==> src/rtl/vga_pkg.sv <==
// Shared types and frame constants for the VGA pixel-RAM arbiter.
package vga_pkg;
    localparam int H_PIX = 640;
    localparam int V_PIX = 480;
    localparam int DW    = 12;

    typedef logic [DW-1:0] pixel_t;
    typedef logic [18:0]   vram_addr_t;

    typedef enum logic [1:0] {
        IDLE  = 2'd0,
        DRAIN = 2'd1,
        CLEAR = 2'd2
    } arb_state_t;

    typedef struct packed {
        logic [8:0] row;
        logic [9:0] col;
        pixel_t     data;
    } wr_entry_t;

    function automatic logic in_frame(input logic [8:0] row, input logic [9:0] col,
                                      input int h_pix, input int v_pix);
        return (int'(row) < v_pix) && (int'(col) < h_pix);
    endfunction
endpackage

==> src/rtl/vram_wr_fifo.sv <==
// Synchronous write-request FIFO; storage has no reset, only pointers and level do.
module vram_wr_fifo #(
    parameter int DEPTH = 16,
    parameter int WIDTH = 31
) (
    input  logic                     clk,
    input  logic                     rst,
    input  logic                     push,
    input  logic                     pop,
    input  logic [WIDTH-1:0]         din,
    output logic [WIDTH-1:0]         dout,
    output logic [$clog2(DEPTH):0]   level,
    output logic                     full,
    output logic                     empty
);
    localparam int AW = $clog2(DEPTH);

    logic [WIDTH-1:0] mem_q [DEPTH];
    logic [WIDTH-1:0] mem_d [DEPTH];
    logic [AW-1:0]    wptr_q, wptr_d, rptr_q, rptr_d;
    logic [AW:0]      level_q, level_d;
    logic             do_push_s, do_pop_s;

    assign full  = (level_q == DEPTH[AW:0]);
    assign empty = (level_q == {(AW+1){1'b0}});
    assign level = level_q;
    assign dout  = mem_q[rptr_q];

    // next pointers, level and storage contents
    always_comb begin
        mem_d     = mem_q;
        wptr_d    = wptr_q;
        rptr_d    = rptr_q;
        level_d   = level_q;
        do_push_s = push && !full;
        do_pop_s  = pop && !empty;
        if (do_push_s) begin
            mem_d[wptr_q] = din;
            wptr_d        = wptr_q + {{(AW-1){1'b0}}, 1'b1};
        end else begin
            wptr_d = wptr_q;
        end
        if (do_pop_s) begin
            rptr_d = rptr_q + {{(AW-1){1'b0}}, 1'b1};
        end else begin
            rptr_d = rptr_q;
        end
        case ({do_push_s, do_pop_s})
            2'b10:   level_d = level_q + {{AW{1'b0}}, 1'b1};
            2'b01:   level_d = level_q - {{AW{1'b0}}, 1'b1};
            default: level_d = level_q;
        endcase
    end

    // pointer and level registers
    always_ff @(posedge clk or posedge rst) begin
        if (rst) begin
            wptr_q  <= {AW{1'b0}};
            rptr_q  <= {AW{1'b0}};
            level_q <= {(AW+1){1'b0}};
        end else begin
            wptr_q  <= wptr_d;
            rptr_q  <= rptr_d;
            level_q <= level_d;
        end
    end

    // entry storage
    always_ff @(posedge clk) begin
        mem_q <= mem_d;
    end
endmodule

==> src/rtl/vram_arbiter.sv <==
// Pixel-RAM arbiter: scan-out reads win every cycle; queued draw writes and the
// full-frame clear engine use only the cycles where scan-out is idle.
module vram_arbiter import vga_pkg::*; #(
    parameter int FIFO_DEPTH = 16,
    parameter int H_PIX      = vga_pkg::H_PIX,
    parameter int V_PIX      = vga_pkg::V_PIX
) (
    input  logic                         vga_clk,
    input  logic                         rst,
    input  logic                         vga_rdn,
    input  logic [8:0]                   vga_row,
    input  logic [9:0]                   vga_col,
    output pixel_t                       vga_pixel,
    input  logic                         wr_valid,
    output logic                         wr_ready,
    input  logic [8:0]                   wr_row,
    input  logic [9:0]                   wr_col,
    input  pixel_t                       wr_data,
    input  logic                         clr_req,
    input  pixel_t                       clr_color,
    output logic                         clr_busy,
    output logic [$clog2(FIFO_DEPTH):0]  fifo_level,
    output logic                         oob_flag,
    output vram_addr_t                   ram_addr,
    output logic                         ram_we,
    output pixel_t                       ram_wdata,
    input  pixel_t                       ram_rdata
);
    localparam int EW = $bits(wr_entry_t);

    arb_state_t      state_q, state_d;
    logic [8:0]      row_q, row_d;
    logic [9:0]      col_q, col_d;
    pixel_t          color_q, color_d;
    logic            busy_q, busy_d;
    logic            oob_q, oob_d;

    logic [EW-1:0]   fifo_din_s, fifo_dout_s;
    wr_entry_t       head_s;
    logic            fifo_full_s, fifo_empty_s;
    logic            push_s, pop_s, head_ok_s;

    assign fifo_din_s = {wr_row, wr_col, wr_data};
    assign head_s     = wr_entry_t'(fifo_dout_s);
    assign head_ok_s  = in_frame(head_s.row, head_s.col, H_PIX, V_PIX);
    assign push_s     = wr_valid && !fifo_full_s;
    assign pop_s      = (state_q == DRAIN) && vga_rdn && !fifo_empty_s;
    assign wr_ready   = !fifo_full_s;
    assign clr_busy   = busy_q;
    assign oob_flag   = oob_q;

    vram_wr_fifo #(
        .DEPTH (FIFO_DEPTH),
        .WIDTH (EW)
    ) u_fifo (
        .clk   (vga_clk),
        .rst   (rst),
        .push  (push_s),
        .pop   (pop_s),
        .din   (fifo_din_s),
        .dout  (fifo_dout_s),
        .level (fifo_level),
        .full  (fifo_full_s),
        .empty (fifo_empty_s)
    );

    // RAM port mux: scan-out owns the port whenever vga_rdn is low
    always_comb begin
        ram_addr  = {vga_row, vga_col};
        ram_we    = 1'b0;
        ram_wdata = head_s.data;
        vga_pixel = {DW{1'b0}};
        if (!vga_rdn) begin
            vga_pixel = ram_rdata;
        end else begin
            case (state_q)
                DRAIN: begin
                    if (!fifo_empty_s) begin
                        ram_addr = {head_s.row, head_s.col};
                        ram_we   = head_ok_s;
                    end else begin
                        ram_we = 1'b0;
                    end
                end
                CLEAR: begin
                    ram_addr  = {row_q, col_q};
                    ram_we    = 1'b1;
                    ram_wdata = color_q;
                end
                default: ram_we = 1'b0;
            endcase
        end
    end

    // arbitration FSM and raster-order clear counters
    always_comb begin
        state_d = state_q;
        row_d   = row_q;
        col_d   = col_q;
        color_d = color_q;
        busy_d  = busy_q;
        oob_d   = oob_q;
        case (state_q)
            IDLE, DRAIN: begin
                if (pop_s && !head_ok_s) begin
                    oob_d = 1'b1;
                end else begin
                    oob_d = oob_q;
                end
                if (clr_req) begin
                    state_d = CLEAR;
                    row_d   = 9'd0;
                    col_d   = 10'd0;
                    color_d = clr_color;
                    busy_d  = 1'b1;
                end else if (fifo_empty_s) begin
                    state_d = IDLE;
                end else begin
                    state_d = DRAIN;
                end
            end
            CLEAR: begin
                if (vga_rdn) begin
                    if (col_q == 10'(H_PIX - 1)) begin
                        col_d = 10'd0;
                        if (row_q == 9'(V_PIX - 1)) begin
                            row_d   = 9'd0;
                            busy_d  = 1'b0;
                            state_d = IDLE;
                        end else begin
                            row_d = row_q + 9'd1;
                        end
                    end else begin
                        col_d = col_q + 10'd1;
                    end
                end else begin
                    state_d = CLEAR;
                end
            end
            default: state_d = IDLE;
        endcase
    end

    // FSM, clear and flag registers
    always_ff @(posedge vga_clk or posedge rst) begin
        if (rst) begin
            state_q <= IDLE;
            row_q   <= 9'd0;
            col_q   <= 10'd0;
            color_q <= {DW{1'b0}};
            busy_q  <= 1'b0;
            oob_q   <= 1'b0;
        end else begin
            state_q <= state_d;
            row_q   <= row_d;
            col_q   <= col_d;
            color_q <= color_d;
            busy_q  <= busy_d;
            oob_q   <= oob_d;
        end
    end
endmodule

==> config.mk <==
export PLATFORM = sky130hd
export DESIGN_NAME = vram_arbiter
export DESIGN_NICKNAME = d
export VERILOG_FILES = /design/src/rtl/vga_pkg.sv /design/src/rtl/vram_wr_fifo.sv /design/src/rtl/vram_arbiter.sv
export SDC_FILE = /design/constraint.sdc
export NUM_CORES = 1
export LEC_CHECK = 0
export CAP_MARGIN = 10
export CELL_PAD_IN_SITES_DETAIL_PLACEMENT = 1
export CELL_PAD_IN_SITES_GLOBAL_PLACEMENT = 1
export CORE_AREA = 2 2 260 262
export CTS_CLUSTER_DIAMETER = 100
export DETAILED_ROUTE_END_ITERATION = 7
export DIE_AREA = 0 0 262 264
export PLACE_DENSITY_LB_ADDON = 0.12
export SLEW_MARGIN = 10
export SYNTH_ARGS = -nofsm -noshare
export SYNTH_HDL_FRONTEND = slang
export SYNTH_SLANG_ARGS = --single-unit
==> constraint.sdc <==
create_clock -name vga_clk -period 4.6 [get_ports vga_clk]
set_input_delay 0.69 -clock vga_clk [delete_from_list [all_inputs] [get_ports vga_clk]]
set_output_delay 0.69 -clock vga_clk [all_outputs]
set_load 0.02 [all_outputs]
# Word-level counts from Yosys, hierarchy flattened
# Cells that the tools add are included.
# word_totals
register_bits	544
inputBits	79
out_inout_bits	52
wordCells	109
# classes
addsub	6
n_lt_le_gt_ge	5
n_eq_ne	13
n_mux	36
bitwise	2
n_reduce_logical	22
# ops
operator	count
496-bit bitwise mux	1
31-bit binary-select mux with 4-bit select	1
31-bit demux with 4-bit select	1
31-bit 2-to-1 mux	3
19-bit 2-to-1 mux	2
19-bit one-hot mux with 2 select lines	1
12-bit 2-to-1 mux	3
9-bit 2-to-1 mux	4
10-bit 2-to-1 mux	3
10-bit one-hot mux with 2 select lines	1
9-bit one-hot mux with 2 select lines	1
10-bit by 1-bit adder with 10-bit output (second input constant)	1
10-bit == test (second input constant)	1
5-bit >= comparator (second input constant)	2
10-bit less-than comparator (second input constant)	1
4-bit NOT with 5-bit output	2
5-bit one-hot mux with 2 select lines	1
9-bit by 1-bit adder with 9-bit output (second input constant)	1
9-bit == test (second input constant)	1
9-bit less-than comparator (second input constant)	1
4-bit by 1-bit adder with 4-bit output (second input constant)	2
1-bit logical AND	8
2-bit 2-to-1 mux	4
2-bit != test (second input constant)	4
other kinds (19)	34

# Depth between registers and ports, before layout
# Gate-level depths: netlist (run 1).
# logic_depth
word_depth	9
mapped_depth	14
depth_no_buf	13

# Cells and area by module
# From an unflattened synthesis (run 1), not the netlist that was laid out.
# hier_totals
cells_unflattened	1259
hier_area_um2	22141.2
# modules_own_cells
mod	n_inst	cells_each	area_each_um2
vram_wr_fifo	1	985	19750.2
vram_arbiter	1	274	2391.0

# Worst setup path before layout (run 1)
# OpenSTA, ideal clock, no wires.
# synth_timing
path_type	reg-to-reg
startpoint	register u_fifo.level_q[0] (netlist: u_fifo.level[0])
endpoint	register u_fifo.mem_q[372] (netlist bit), enable pin
t_arrival_ps	3525
slack_ps	617
path_stages_with_launch	7
path_cell_list	dfrtp_1 -> nor4_1 -> nand2_1 -> and2_1 -> clkbuf_1 -> nand2_1 -> nor3_1
# synth_via
elab_chain_len	4
# synth_lines
item	line	rtl
from (decl)	vram_wr_fifo.sv:21	logic [AW:0] level_q, level_d;
from (signal assigned)	vram_wr_fifo.sv:60	level_q <= {(AW+1){1'b0}};
from (signal assigned)	vram_wr_fifo.sv:64	level_q <= level_d;
5-bit == test *	vram_wr_fifo.sv:24	assign full = (level_q == DEPTH[AW:0]);
1-bit zero test *	n/a	
net wr_ready	vram_arbiter.sv:15	output logic wr_ready,
1-bit logical AND	vram_arbiter.sv:46	assign push_s = wr_valid && !fifo_full_s;
1-bit logical AND *	vram_wr_fifo.sv:35	do_push_s = push && !full;
to (signal assigned)	vram_wr_fifo.sv:70	mem_q <= mem_d;
to (decl)	vram_wr_fifo.sv:18	logic [WIDTH-1:0] mem_q [DEPTH];
# Mark *: on every way through the listed nets, which the timed path passes. The rest lies on a longest branch.
# A chain may end at the register's enable or synchronous reset.

# Final worst setup path (run 1)
# layout_timing
startpoint	register u_fifo.rptr_q[0]
endpoint	output ram_addr[18]
# layout_via
elab_chain_len	7
# layout_lines
item	line	rtl
from (decl)	vram_wr_fifo.sv:20	logic [AW-1:0] wptr_q, wptr_d, rptr_q, rptr_d;
from (signal assigned)	vram_wr_fifo.sv:59	rptr_q <= {AW{1'b0}};
from (signal assigned)	vram_wr_fifo.sv:63	rptr_q <= rptr_d;
4-bit NOT with 5-bit output (not written as such)	vram_wr_fifo.sv:27	assign dout = mem_q[rptr_q];
31-bit binary-select mux with 4-bit select	vram_wr_fifo.sv:27	
31-bit 2-to-1 mux (not written as such) (2 in series)	vram_wr_fifo.sv:27	
19-bit 2-to-1 mux	vram_arbiter.sv:78	if (!fifo_empty_s) begin
19-bit one-hot mux with 2 select lines	vram_arbiter.sv:76	case (state_q)
19-bit 2-to-1 mux	vram_arbiter.sv:73	if (!vga_rdn) begin
to (decl)	vram_arbiter.sv:24	output vram_addr_t ram_addr,
# No other way between the ends. The select of a mux whose other input is x is not followed.

==> flow_summary.json, run 1 <==
{
  "drv.max_cap_violation_count": 0,
  "nNetsFinal": 1339,
  "floorplan.die.width_um": 262,
  "power.share.combinational": 0.296,
  "number_of_buffers_inserted_for_hold_repair_after_clock_tree_synthesis": 0,
  "ios": 131,
  "totalWireLength_um": 56400,
  "grt_usage": 0.165,
  "ys_dominant_reg_cell": "edfxtp_1",
  "cts_root_buf": "clkbuf_16",
  "max_clock_freq_mhz": 228,
  "clock_tree.buffer_depth": 3,
  "endpoint_kind": "primary output",
  "cts.sink_count": 544,
  "period_minus_slack_ns": 4.38,
  "timing.critical_path.required_ns": 3.91,
  "detailedRoute.firstPassIterationCount": 4,
  "ys_seq_area_frac": 0.741,
  "post_route_cells_drive_above_1_share": 0.245,
  "arrival_ns": 3.69,
  "critical_path_peak_fanout": 28,
  "post_cts_resized": 0,
  "leakage_uw": 0.00850,
  "gp_congestion": 0.734,
  "critical_path_type": "flop to primary output",
  "gr-usage-met3": 0.0299,
  "detail_route.drc_violations": 0,
  "worstMarginPinSlew_ns": 0.897,
  "setup_viol_count_final": 0,
  "layout-area-overhead-vs-synth_pct": 21.5,
  "grt_first_pass_wirelength_um": 82700,
  "design.die.area_um2": 69200,
  "power.internal_uw": 11100,
  "cp_cell_sequence": "buf_16 > buf_4 > mux4_2 > a22oi_1 > nand2_1 > a22o_1 > a221o_1 > clkdlybuf4s50_1",
  "grt_pass1_vias": 11900,
  "max-slew-margin-rel": 0.402,
  "grtUsageMet1": 0.228,
  "gr-total-overflow": 0,
  "clk_transition_reported_paths_ns": 0.06,
  "ctsHtreeMaxLevel": 2,
  "number_of_antenna_violations_at_the_first_check_in_global_routing": 2,
  "synthesis.yosys.warnings": 0,
  "antenna_cells_inserted": 0,
  "die-height_um": 264,
  "grt_start_max_net_pins": 45,
  "asyncSetResetFlopFracSynth": 0.0882,
  "postCtsSetupBuffers": 0,
  "post_synth.cell_area_avg_um2": 20.4,
  "ant_nets": 0,
  "final_hold_viol_count": 0,
  "slew_violations": 0,
  "status": "complete, no violations",
  "reg2regPathDepth": 14,
  "critical_path.startpoint_type": "flop",
  "starting_density_of_the_core": 0.326,
  "row_count": 95,
  "cp_num_buf_inv": 3,
  "netlist_area_um2": 21700,
  "layout.filler_cells": 6373,
  "grt.busiest_layer": "met2",
  "drt-initial-drc-count": 645,
  "setup_total_negative_slack_ns": 0,
  "synth-edff-count": 496,
  "switching_share": 0.302,
  "power.share.clock": 0.301,
  "layoutNonFillerInstCount": 2167,
  "worst_hold_path.num_cells": 1,
  "cts_tree": "done",
  "clock_latency_ns": 0.61,
  "dr_total_vias": 10900,
  "cpLargestDelayFamily": "buffers and inverters",
  "routed_vias_inst": 5.03,
  "r2r_setup_slk_ns": 1.10,
  "layout_worst_path_cycle_share": 0.953,
  "worstHoldPathType": "flop to flop",
  "placed_cells_incl_taps": 2056,
  "synthesis.instances": 1067,
  "routedWlPerCell_um": 26.0,
  "fin_worst_skew_ns": 0.0228,
  "yosys_cell_types": 49,
  "cp_slowest_stage_delay_ns": 0.55,
  "dp_hpwl_um": 32400,
  "p_switching_uw": 4800,
  "core_area_um2": 66600,
  "port_buffers": 130,
  "synthesis.nets": 1162,
  "cts_made_buffers": 59,
  "ir_worst_vdd_uv": 329,
  "ys_seq_elements": 544,
  "grt_setup_unrepaired": "false",
  "critical_path.slowest_cell": "clkdlybuf4s50_1",
  "met2_usage": 0.276,
  "crit_path_depth": 8,
  "powerDensity_nw_per_um2": 602,
  "share_seq_of_total_power": 0.403
}
## through the flow
stage	hold WS, ns	total power [uW]	cell area (um^2)	setup WS [ns]	util
after global routing	0.517	16700	26400	0.0342	0.396
after floorplan	0.467	9390	21700	0.617	-
after CTS	0.474	16200	26400	0.107	0.396
after global placement	0.446	11300	24400	0.777	0.367
final	0.475	15900	26400	0.215	0.396
after detailed placement	0.456	11300	24400	0.785	0.367
## cells by family after synthesis
| group | count (synthesis) | share of synthesized area |
|---|---|---|
| adders and majority gates | 16 | 0.00956 |
| muxes | 177 | 0.168 |
| and+or+nand+nor | 145 | 0.0316 |
| AOI/OAI and AO/OA | 100 | 0.0293 |
| DFF | 544 | 0.741 |
| xor gates and xnor gates | 15 | 0.00605 |
| buffers and inverters | 70 | 0.0146 |
## sequential cells by signal, summed over array words and instances, names as in the netlist
signal / flops
state_q: 2
col_q: 10
clr_busy: 1
oob_flag: 1
u_fifo.level: 5
u_fifo.mem_q: 496
u_fifo.wptr_q: 4
color_q: 12
u_fifo.rptr_q: 4
row_q: 9
## layout make-up
class | count | area (um^2) | share of cell area
inverter | 15 | 56.3 | 0.00213
tap | 873 | 1090 | 0.0414
multi-input combinational | 453 | 5420 | 0.205
timing repair buffer | 171 | 1760 | 0.0666
clock buffer | 76 | 1570 | 0.0596
sequential | 544 | 16100 | 0.611
clock inverter | 35 | 382 | 0.0145
## metal layers
| layer | vias up | part of all wire | routed length [um] |
|---|---|---|---|
| met3 | 65 | 0.044 | 2500 |
| li1 | 4749 | - | - |
| met1 | 5836 | 0.45 | 25400 |
| met5 | - | 0.00053 | 30 |
| met4 | 4 | 0.014 | 802 |
| met2 | 238 | 0.49 | 27600 |
## power by group through the flow
stage               clock [uW]  combinational [uW]  sequential, uW
floorplan                    0                3130            6260
global placement             0                4800            6500
detailed placement           0                4820            6510
CTS                       4910                4840            6420
global route              5110                5090            6470
finish                    4780                4690            6400
## synthesized netlist by cell type, types with 2 or more instances
cell type / number / area share
a21o_1: 4 / 0.0014
edfxtp_1: 496 / 0.69
a22oi_1: 30 / 0.010
nor2b_1: 17 / 0.0049
clkbuf_1: 24 / 0.0041
dfrtp_1: 48 / 0.055
buf_2: 17 / 0.0039
a22o_1: 2 / 0.00081
xnor2_1: 8 / 0.0032
nor2_1: 28 / 0.0048
o21ai_1: 16 / 0.0037
buf_6: 4 / 0.0021
and3_1: 4 / 0.0012
mux2_2: 25 / 0.013
inv_1: 14 / 0.0024
mux2i_1: 5 / 0.0023
and2_1: 5 / 0.0014
o22ai_1: 2 / 0.00058
nand2_1: 55 / 0.0095
nand2b_1: 6 / 0.0017
a21oi_1: 8 / 0.0018
nor3_1: 7 / 0.0016
nand3_1: 9 / 0.0021
ha_1: 15 / 0.0086
xor2_1: 7 / 0.0028
buf_1: 9 / 0.0016
nand4_1: 6 / 0.0017
o31ai_1: 3 / 0.0010
or3_1: 2 / 0.00058
o21ai_0: 26 / 0.0060
mux4_2: 147 / 0.15
## layout by cell type, fill, tap and decap left out, types with 16 or more instances in the layout
master / count
nand2_1: 55
edfxtp_1: 496
buf_4: 30
nor2b_1: 17
o21ai_0: 26
nor2_1: 16
a22oi_1: 30
dfrtp_1: 44
mux4_2: 147
clkdlybuf4s50_1: 129
clkinv_1: 16
mux2_2: 25
clkbuf_16: 60
## worst paths after layout
kind | start | to
worst max-delay path | u_fifo.rptr_q[0]$_DFFE_PP0P_ | ram_addr[18]
worst min-delay path | oob_flag$_DFFE_PP0P_ | oob_flag$_DFFE_PP0P_
worst max register to register | u_fifo.level[0]$_DFFE_PP0P_ | u_fifo.level[4]$_DFFE_PP0P_
worst min register to register | oob_flag$_DFFE_PP0P_ | oob_flag$_DFFE_PP0P_
max in group asynchronous | rst | color_q[0]$_DFFE_PP0P_
min in group asynchronous | rst | u_fifo.level[0]$_DFFE_PP0P_
Note: power is estimated with default switching activity, not from simulation.
==> run 2: changes to the inputs <==
--- a/config.mk
+++ b/config.mk
@@ -13,6 +13,7 @@
 export DETAILED_ROUTE_END_ITERATION = 7
 export DIE_AREA = 0 0 262 264
 export PLACE_DENSITY_LB_ADDON = 0.12
+export RECOVER_POWER = 25
 export SLEW_MARGIN = 10
 export SYNTH_ARGS = -nofsm -noshare
 export SYNTH_HDL_FRONTEND = slang
==> run 2 against run 1 <==
Sequential cell count unchanged; global-route usage unchanged; sequential power about the same; critical path type unchanged; critical path depth unchanged; design area unchanged; largest cell class unchanged; combinational power about the same; die area unchanged; first-iteration DRC count decreased by 2.3%; via count increased by 0.28%; fmax decreased by 0.35%; register-to-register slack about the same; routed wire length increased by 0.13%.
==> flow_summary.json, run 2 (synthesis results as in run 1) <==
{
  "status": "complete, no violations",
  "cts_root_buf": "clkbuf_16",
  "drv.max_cap_violation_count": 0,
  "reg2reg_to": "u_fifo.level[4]$_DFFE_PP0P_",
  "ir_worst_vdd_uv": 330,
  "routedWlPerCell_um": 26.0,
  "grt_pass1_vias": 11900,
  "grt_usage": 0.165,
  "timing.final.ws_setup_ns": 0.200,
  "reg2regPathDepth": 14,
  "clk_transition_reported_paths_ns": 0.06,
  "grt_setup_unrepaired": "false",
  "max_clock_freq_mhz": 227,
  "port_buffers": 130,
  "detailedRoute.firstPassIterationCount": 5,
  "layout.filler_cells": 6373,
  "cts_made_buffers": 59,
  "die-height_um": 264,
  "worstHoldPathType": "flop to flop",
  "placement.cell_area_um2": 24400,
  "startpoint": "u_fifo.rptr_q[0]$_DFFE_PP0P_",
  "leakage_uw": 0.00850,
  "layout_worst_path_cycle_share": 0.957,
  "post_cts_resized": 0,
  "worst_hold_path.num_cells": 1,
  "grt_first_pass_wirelength_um": 82700,
  "starting_density_of_the_core": 0.326,
  "stdcell_area_um2": 26400,
  "worstMarginPinSlew_ns": 0.895,
  "design.die.area_um2": 69200,
  "ant_nets": 0,
  "ios": 131,
  "setup_viol_count_final": 0,
  "row_count": 95,
  "number_of_buffers_inserted_for_hold_repair_after_clock_tree_synthesis": 0,
  "cts.sink_count": 544,
  "gr-total-overflow": 0,
  "post_route_cells_drive_above_1_share": 0.245,
  "critical_path.startpoint_type": "flop",
  "clock_latency_ns": 0.61,
  "postCtsSetupBuffers": 0,
  "period_minus_slack_ns": 4.40,
  "clock_tree.buffer_depth": 3,
  "number_of_antenna_violations_at_the_first_check_in_global_routing": 7,
  "max-slew-margin-rel": 0.403,
  "routed_vias_inst": 5.04,
  "largest_register_by_flop_count": "u_fifo.mem_q",
  "cts_tree": "done",
  "endpoint_kind": "primary output",
  "detail_route.drc_violations": 0,
  "r2r_setup_slk_ns": 1.10,
  "final_hold_viol_count": 0,
  "grt_start_max_net_pins": 45,
  "dr_total_vias": 10900,
  "largest_register_ff_count": 496,
  "timing.critical_path.required_ns": 3.91,
  "critical_path_type": "flop to primary output",
  "setup_total_negative_slack_ns": 0,
  "post-place-ws_ns": 0.785,
  "layout_common_cells": "edfxtp_1, mux4_2, clkdlybuf4s50_1",
  "layout-area-overhead-vs-synth_pct": 21.5,
  "gp_congestion": 0.734,
  "worstSetupEndpoint": "ram_addr[18]",
  "crit-reg2reg-launch": "u_fifo.level[0]$_DFFE_PP0P_",
  "layout.cells.most_common": "edfxtp_1",
  "totalWireLength_um": 56500,
  "nNetsFinal": 1339,
  "critical_path_peak_fanout": 28,
  "arrival_ns": 3.71,
  "powerDensity_nw_per_um2": 601,
  "drt-initial-drc-count": 630,
  "floorplan.die.width_um": 262,
  "slew_violations": 0,
  "antenna_cells_inserted": 0,
  "ctsHtreeMaxLevel": 2,
  "layout_top_registers": "u_fifo.mem_q (496), color_q (12), col_q (10)",
  "fin_worst_skew_ns": 0.0223,
  "dp_hpwl_um": 32400,
  "core_area_um2": 66600
}
[run 2: cell types whose count changed in the layout (fill, tap and decap cells not counted), sizes merged]
cell	before	now
clkdlybuf4s50	129	110
dlygate4sd3	0	19
[run 2: layout make-up]
class                           instances  area [um^2]  share of cell area
Sequential cell                       544        16100               0.611
Multi-Input combinational cell        453         5420               0.205
Timing Repair Buffer                  171         1760              0.0666
Clock buffer                           76         1570              0.0596
Tap cell                              873         1090              0.0414
Clock inverter                         35          382              0.0145
Inverter                               15         56.3             0.00213
[run 2: power breakdown]
part | switching, uW | total [uW] | leakage, uW | internal, uW
clock network | 1940 | 4790 | 0.000948 | 2850
registers | 398 | 6390 | 0.00508 | 6000
logic | 2460 | 4690 | 0.00247 | 2220
[run 2: worst min path at each step]
| stage | slack, ns | from | end |
|---|---|---|---|
| 5_1_grt | 0.52 | oob_flag$_DFFE_PP0P_ | oob_flag$_DFFE_PP0P_ |
| 3_3_place_gp | 0.45 | oob_flag$_DFFE_PP0P_ | oob_flag$_DFFE_PP0P_ |
| 3_5_place_dp | 0.46 | oob_flag$_DFFE_PP0P_ | oob_flag$_DFFE_PP0P_ |
| 6_report | 0.48 | oob_flag$_DFFE_PP0P_ | oob_flag$_DFFE_PP0P_ |
| 2_1_floorplan | 0.47 | col_q[6]$_DFFE_PP0P_ | col_q[6]$_DFFE_PP0P_ |
| 4_1_cts | 0.47 | oob_flag$_DFFE_PP0P_ | oob_flag$_DFFE_PP0P_ |
[run 2: per-stage QoR]
stage	hold WS (ns)	instances	util	power (uW)
floorplan	0.467	1067	-	9390
global placement	0.446	2056	0.367	11300
detailed placement	0.456	2056	0.367	11300
CTS	0.474	2167	0.396	16200
global route	0.517	2167	0.396	16700
finish	0.475	2167	0.396	15900
[run 2: worst max-delay path: stages (launching register included)]
cell,delay (ns)
dfrtp_4,0.54
buf_16,0.27
buf_4,0.26
mux4_2,0.52
a22oi_1,0.20
nand2_1,0.21
a22o_1,0.23
a221o_1,0.29
clkdlybuf4s50_1,0.55
[run 2: metal layers]
layer,up-vias,track usage,share of wire
met5,-,0,0.00078
met4,6,0.0311,0.015
met3,74,0.0299,0.045
met2,249,0.276,0.49
met1,5845,0.228,0.45
li1,4748,-,-
